File: src/rtl/muldiv_hilo_ctrl.sv
// rtl/muldiv_hilo_ctrl.sv - EX-stage multiply/divide controller owning HI/LO
module muldiv_hilo_ctrl #(
    parameter int DRAIN_CYCLES = 2
) (
    input  logic        clk,
    input  logic        rst,
    input  logic        valid_i,
    input  logic [2:0]  op_i,
    input  logic [31:0] op1_i,
    input  logic [31:0] op2_i,
    input  logic        flush_i,
    output logic        stall_o,
    output logic [31:0] hi_o,
    output logic [31:0] lo_o,
    output logic        div_start_o,
    output logic        div_annul_o,
    output logic        div_signed_o,
    output logic [31:0] div_op1_o,
    output logic [31:0] div_op2_o,
    input  logic [63:0] div_ret_i,
    input  logic        div_ready_i
);

    typedef enum logic [1:0] {IDLE, BUSY, DRAIN} state_t;

    localparam logic [2:0] OP_MULT  = 3'd1;
    localparam logic [2:0] OP_MULTU = 3'd2;
    localparam logic [2:0] OP_DIV   = 3'd3;
    localparam logic [2:0] OP_DIVU  = 3'd4;
    localparam logic [2:0] OP_MTHI  = 3'd5;
    localparam logic [2:0] OP_MTLO  = 3'd6;

    localparam int              DW         = (DRAIN_CYCLES > 1) ? $clog2(DRAIN_CYCLES) : 1;
    localparam logic [DW-1:0]   DRAIN_LAST = DW'(DRAIN_CYCLES - 1);

    state_t        state, state_nxt;
    logic [DW-1:0] drain_cnt;
    logic          acc, is_div, div_latch;
    logic [31:0]   hi_nxt, lo_nxt;
    logic [63:0]   mul_a, mul_b, mul_p;

    assign acc    = valid_i & ~flush_i;
    assign is_div = (op_i == OP_DIV) | (op_i == OP_DIVU);

    // 64x64 truncated product of extended operands gives the exact 64-bit result
    assign mul_a = (op_i == OP_MULT) ? {{32{op1_i[31]}}, op1_i} : {32'd0, op1_i};
    assign mul_b = (op_i == OP_MULT) ? {{32{op2_i[31]}}, op2_i} : {32'd0, op2_i};
    assign mul_p = mul_a * mul_b;

    always_comb begin
        state_nxt   = state;
        stall_o     = 1'b0;
        div_annul_o = 1'b0;
        div_latch   = 1'b0;
        hi_nxt      = hi_o;
        lo_nxt      = lo_o;

        case (state)
            IDLE: begin
                if (acc && is_div) begin
                    div_latch = 1'b1;
                    stall_o   = 1'b1;
                    state_nxt = BUSY;
                end
            end
            BUSY: begin
                if (flush_i) begin
                    div_annul_o = 1'b1;
                    state_nxt   = DRAIN;
                end else if (div_ready_i) begin
                    hi_nxt    = div_ret_i[63:32];
                    lo_nxt    = div_ret_i[31:0];
                    state_nxt = DRAIN;
                end else begin
                    stall_o = 1'b1;
                end
            end
            DRAIN: begin
                if (acc && is_div)
                    stall_o = 1'b1;
                if (drain_cnt == DRAIN_LAST)
                    state_nxt = IDLE;
            end
            default: state_nxt = IDLE;
        endcase

        // Non-divide ops run whenever no divide is outstanding
        if (acc && (state == IDLE || state == DRAIN)) begin
            case (op_i)
                OP_MULT, OP_MULTU: begin
                    hi_nxt = mul_p[63:32];
                    lo_nxt = mul_p[31:0];
                end
                OP_MTHI: hi_nxt = op1_i;
                OP_MTLO: lo_nxt = op1_i;
                default: ;
            endcase
        end
    end

    always_ff @(posedge clk) begin
        if (rst) begin
            state        <= IDLE;
            drain_cnt    <= '0;
            hi_o         <= 32'd0;
            lo_o         <= 32'd0;
            div_start_o  <= 1'b0;
            div_signed_o <= 1'b0;
            div_op1_o    <= 32'd0;
            div_op2_o    <= 32'd0;
        end else begin
            state       <= state_nxt;
            hi_o        <= hi_nxt;
            lo_o        <= lo_nxt;
            div_start_o <= (state_nxt == BUSY);
            drain_cnt   <= (state == DRAIN) ? drain_cnt + 1'b1 : '0;
            // Operands stay frozen for the whole divide; the divider re-reads them
            if (div_latch) begin
                div_signed_o <= (op_i == OP_DIV);
                div_op1_o    <= op1_i;
                div_op2_o    <= op2_i;
            end
        end
    end

endmodule

File: config.mk
export PLATFORM = sky130hd
export DESIGN_NAME = muldiv_hilo_ctrl
export DESIGN_NICKNAME = d
export VERILOG_FILES = /design/src/rtl/muldiv_hilo_ctrl.sv
export SDC_FILE = /design/constraint.sdc
export NUM_CORES = 2
export LEC_CHECK = 0
export ABC_CLOCK_PERIOD_IN_PS = 13400
export BUFFER_PORTS_ARGS = -buffer_cell sky130_fd_sc_hd__buf_2
export CAP_MARGIN = 10
export CORE_MARGIN = 2
export CORE_UTILIZATION = 36
export CTS_CLUSTER_SIZE = 30
export DETAILED_ROUTE_END_ITERATION = 10
export PLACE_DENSITY_LB_ADDON = 0.15
export SLEW_MARGIN = 10
export SYNTH_ARGS = -nofsm -noshare
export SYNTH_HDL_FRONTEND = slang
export SYNTH_SLANG_ARGS = --single-unit
export TNS_END_PERCENT = 5
File: constraint.sdc
create_clock -name clk -period 13.4 [get_ports clk]
set_input_delay 2.68 -clock clk [delete_from_list [all_inputs] [get_ports clk]]
set_output_delay 2.68 -clock clk [all_outputs]
set_load 0.02 [all_outputs]
[After elaboration in Yosys (flattened, before gate mapping)]
Cells that the tools add are included.
Word-level totals
  bits of input ports: 136
  memories: 0
  ROM bits: 0
  register bits: 133
  bits in latches: 0
  output and inout bits: 132
  RAM bits: 0
Operators by class
  muxes and demuxes: 24
  add/sub/neg operators: 1
  $mul: 1
  equality and inequality tests: 9
  bitwise gates (word level): 4
  $lt $le $gt $ge: 0
  reduce and logical (&&, ||, !) cells: 7
  shifts and indexed selects: 0
  divide/modulo/power cells: 0
Operator list (number)
  two-way mux 32 bit: 8
  two-way mux 64 bit: 2
  one-hot mux 32 bit (2 select lines): 2
  multiplier 64 x 64 -> 64 bit: 1
  == test 3 bit, second input constant: 3
  two-way mux 2 bit: 4
  == test 3 x 2 -> 1 bit, second input constant: 2
  two-way mux 1 bit: 6
  one-hot mux 2 bit (3 select lines): 1
  OR reduction 2 bit: 3
  == test 2 x 1 -> 1 bit, second input constant: 2
  == test 3 x 1 -> 1 bit, second input constant: 1
  == test 2 bit, second input constant: 1
  logical AND 1 bit: 2
  zero test 2 bit: 1
  NOT 1 bit: 2
  one-hot mux 1 bit (2 select lines): 1
  adder 1 bit, second input constant: 1
  bitwise AND 1 bit: 1
  logical OR 1 bit: 1
  bitwise OR 1 bit: 1

[Longest topological paths before layout]
  depth after elaboration: 6
  mapped depth: 35
  gate-level depth less buffers: 34

[Worst setup path before layout]
OpenSTA, ideal clock, no wires.
  path type: input to register
  from: input op1_i[31]
  to: register hi_o[25]
  setup time: 62 ps
  data required time: 13338 ps
  data arrival time: 11691 ps
  stages on the path: 30
  buffers on the path: 3
  slack: 1647 ps
  path through: clkbuf_1 -> and3_1 -> clkbuf_1 -> clkbuf_1 -> nand2_1 -> fa_1 -> inv_1 -> fa_1 -> fa_1 -> inv_1 -> fa_1 -> inv_1 -> fa_1 -> fa_1 -> fa_1 -> fa_1 -> fa_1 -> inv_1 -> fa_1 -> inv_1 -> ha_1 -> nand4_1 -> or4b_1 -> a21oi_1 -> o21ai_1 -> nand4_2 -> and3_4 -> o221ai_2 -> or4_1 -> nand3_1
On the way
  word-level cells in the longest chain between the ends: 4
RTL lines
  from (decl): line 9  | input logic [31:0] op1_i,
  two-way mux 64 bit: line 46  | assign mul_a = (op_i == OP_MULT) ? {{32{op1_i[31]}}, op1_i} : {32'd0, op1_i};
  multiplier 64 x 64 -> 64 bit: line 48  | assign mul_p = mul_a * mul_b;
  one-hot mux 32 bit (2 select lines): line 89  | case (op_i)
  two-way mux 32 bit: line 88  | if (acc && (state == IDLE || state == DRAIN)) begin
  to (signal assigned): line 113  | hi_o <= hi_nxt;
  to (decl): line 13  | output logic [31:0] hi_o,
No other way between the ends.
A chain may end at the register's enable or synchronous reset.

[Final worst setup path]
  from: input op_i[0]
  to: register hi_o[31]
On the way
  word-level cells in the longest chain between the ends: 5
  elaborated cells on any way between the ends: 9
RTL lines
  from (decl): line 8  | input logic [2:0] op_i,
  == test 3 x 1 -> 1 bit: line 46, 47, 89
  two-way mux 64 bit (on tied branches): line 46, 47
  multiplier 64 x 64 -> 64 bit: line 48
  one-hot mux 32 bit (2 select lines) *: line 89
  two-way mux 32 bit *: line 88
Every way passes the cells marked *; elsewhere a longest branch is shown, timed or not.

==> run metrics <==
die width=389 um; largest net degree at the start of global routing=76; RSZ-0062 raised after global routing=false; Pre-antenna DRT Iters=6; nature of the critical path endpoint=flop; mean area per synthesized cell=8.99 sq um; most used cell, CP=fa_1; CP Max Fanout=25; dpl cells=7919; most frequent cells in the layout=inv_1, fa_1, nand2_1; Critical path origin=op_i[0]; post-CTS resize count=0; sequential share of the synthesized area=4.98%; Non-Filler Instances=7954; Max Freq=78.6 MHz; Synth top area share=53.1%; DRC viols=0; crit path DAT=13090 ps; max-cap viol count=0; clk slew on worst S/H paths=80 ps; Post-Syn Nets=7810; Post-Syn Instances=5947; final wirelength=186000 um; Congestion Overflow GR=0; clk root buf=clkbuf_16; Tot GR Track Use=25.4%; fraction of registers with async set/reset=0%; status=finished, final reports clean; commonest non-fill, non-tap cell in the layout=inv_1; antenna-violating nets left=0; register area=2660 sq um; Syn-to-layout area delta=7.33%; core area=148000 sq um; Critical Path RT=13760 ps; DR vias=39472; vias per inst=4.96; Synthesis Warnings=0; Post-DP HPWL=154000 um; initial antenna violation count=22; number of global-route vias before repair=44768; slew margin rel.=19.2%; Reg-to-Reg Start=state[1]; Clock Tree Buf Depth=2; Sink Count=133; instance area at placement=56800 sq um; post-layout util=38.9%; fin nets=7871; multi-input logic area=43800 sq um; IO buf count=267; predominant post-synthesis flop cell=dfxtp_1; Setup Crit Path Kind=in2reg; Die Y=389 um; routed length per instance=23.3 um; io pins=268; synthesized cell area=53500 sq um; Final TNS setup=0 ps; crit share post-route=94.9%; final slew viol count=0; FP Rows=141; setup repair bufs after CTS=0; Hold Vio Cnt, Final=0; startpoint types=input port; post-synth cell types=79; TritonCTS Buffers=17; initial DRC count=2317; clk_lat worst skew=490 ps; initial core utilization=36.2%; Fill cells=15178; share of layout cells above drive strength 1=7.39%; Worst path max stage delay=870 ps; RePlAce Congestion=0.937; full die area=152000 sq um; Worst-Margin Slew=1210 ps; first-pass GRT wire length=285000 um; skew final=21.0 ps; fin area=57400 sq um; Synth area leader=fa_1; final setup violation count=0; Post-synth EDFFs=0; Seq cells post-synth=133; fin crit period=12720 ps; hold-fix buffer count after cts=0; hold path startpoint=div_op1_o[7]; CP max stage cell=fa_1; Hold Crit Class=reg2reg; CTS H-tree lvls=4; CTS tree=built; Synth area leaders=fa_1, inv_1, ha_1, nand2_1, dfxtp_1
==> cell usage after synthesis, types with 14 or more instances <==
| library cell | n |
|---|---|
| fa_1 | 1419 |
| dfxtp_1 | 133 |
| nor2_1 | 97 |
| a21oi_1 | 245 |
| nand2_1 | 1003 |
| o21bai_1 | 14 |
| clkbuf_1 | 297 |
| a21o_1 | 34 |
| ha_1 | 308 |
| and2_1 | 424 |
| nand4_1 | 16 |
| xor2_1 | 35 |
| xnor2_1 | 79 |
| buf_1 | 16 |
| inv_1 | 1526 |
| o21ai_0 | 75 |
| mux2i_1 | 17 |
==> logic make-up (layout without fill, tap and decap cells) <==
group,Yosys count,after routing,synth area share (%)
multiplexers,17,17,0.318
other,0,3,0
flip-flops,133,133,4.98
XOR/XNOR,114,114,1.87
AND/OR/NAND/NOR,1627,1627,13.9
adder cells (fa/ha/maj),1731,1731,60.4
AO/OA/AOI/OAI,473,473,5.41
buffers and inverters,1852,1926,13.1
==> routing by layer <==
layer | track usage (%) | vias up | share of wire, %
met5 | 0 | - | 0.027
li1 | - | 17228 | -
met1 | 31.3 | 20954 | 40
met3 | 2.88 | 271 | 4.4
met4 | 8.16 | 8 | 3.6
met2 | 46.2 | 1011 | 52
==> flip-flops by register name, summed over array words and instances (netlist names) <==
register      flops
hi_o             32
div_op2_o        32
div_signed_o      1
div_start_o       1
lo_o             32
div_op1_o        32
state             2
drain_cnt         1
==> final cells by class <==
class / instances / share of cell area [%]
multi-input combinational: 3962 / 76.4
clock inverter: 15 / 0.318
sequential: 133 / 4.64
clock buffer: 17 / 0.741
timing repair buffer: 368 / 3.70
antenna: 3 / 0.0131
inverter: 1526 / 9.98
tap: 1930 / 4.21
==> worst max-delay path: cells and delay by family <==
kind,cells,cell delay (ps)
buffers and inverters,7,1170
AO/OA/AOI/OAI,4,1020
adder cells (fa/ha/maj),11,5980
AND/OR/NAND/NOR,7,2030
XOR/XNOR,1,180
==> path summary, 6_finish.rpt <==
check | slack [ps] | depth (start not counted) | to
worst min register to register | 450 | 2 | div_op1_o[7]
worst min-delay path | 450 | 2 | div_op1_o[7]
worst max register to register | 10400 | 8 | hi_o[25]
worst max-delay path | 680 | 30 | hi_o[31]
==> metrics by stage <==
| step | setup slack (ps) | hold slack, ps |
|---|---|---|
| 2_1_floorplan | 1650 | 462 |
| 3_3_place_gp | 329 | 438 |
| 3_5_place_dp | 240 | 444 |
| 4_1_cts | 726 | 453 |
| 5_1_grt | 236 | 471 |
| 6_report | 679 | 451 |
Power is not shown: default switching activity piles up to over one toggle a cycle in this logic, so the estimate is an artifact.
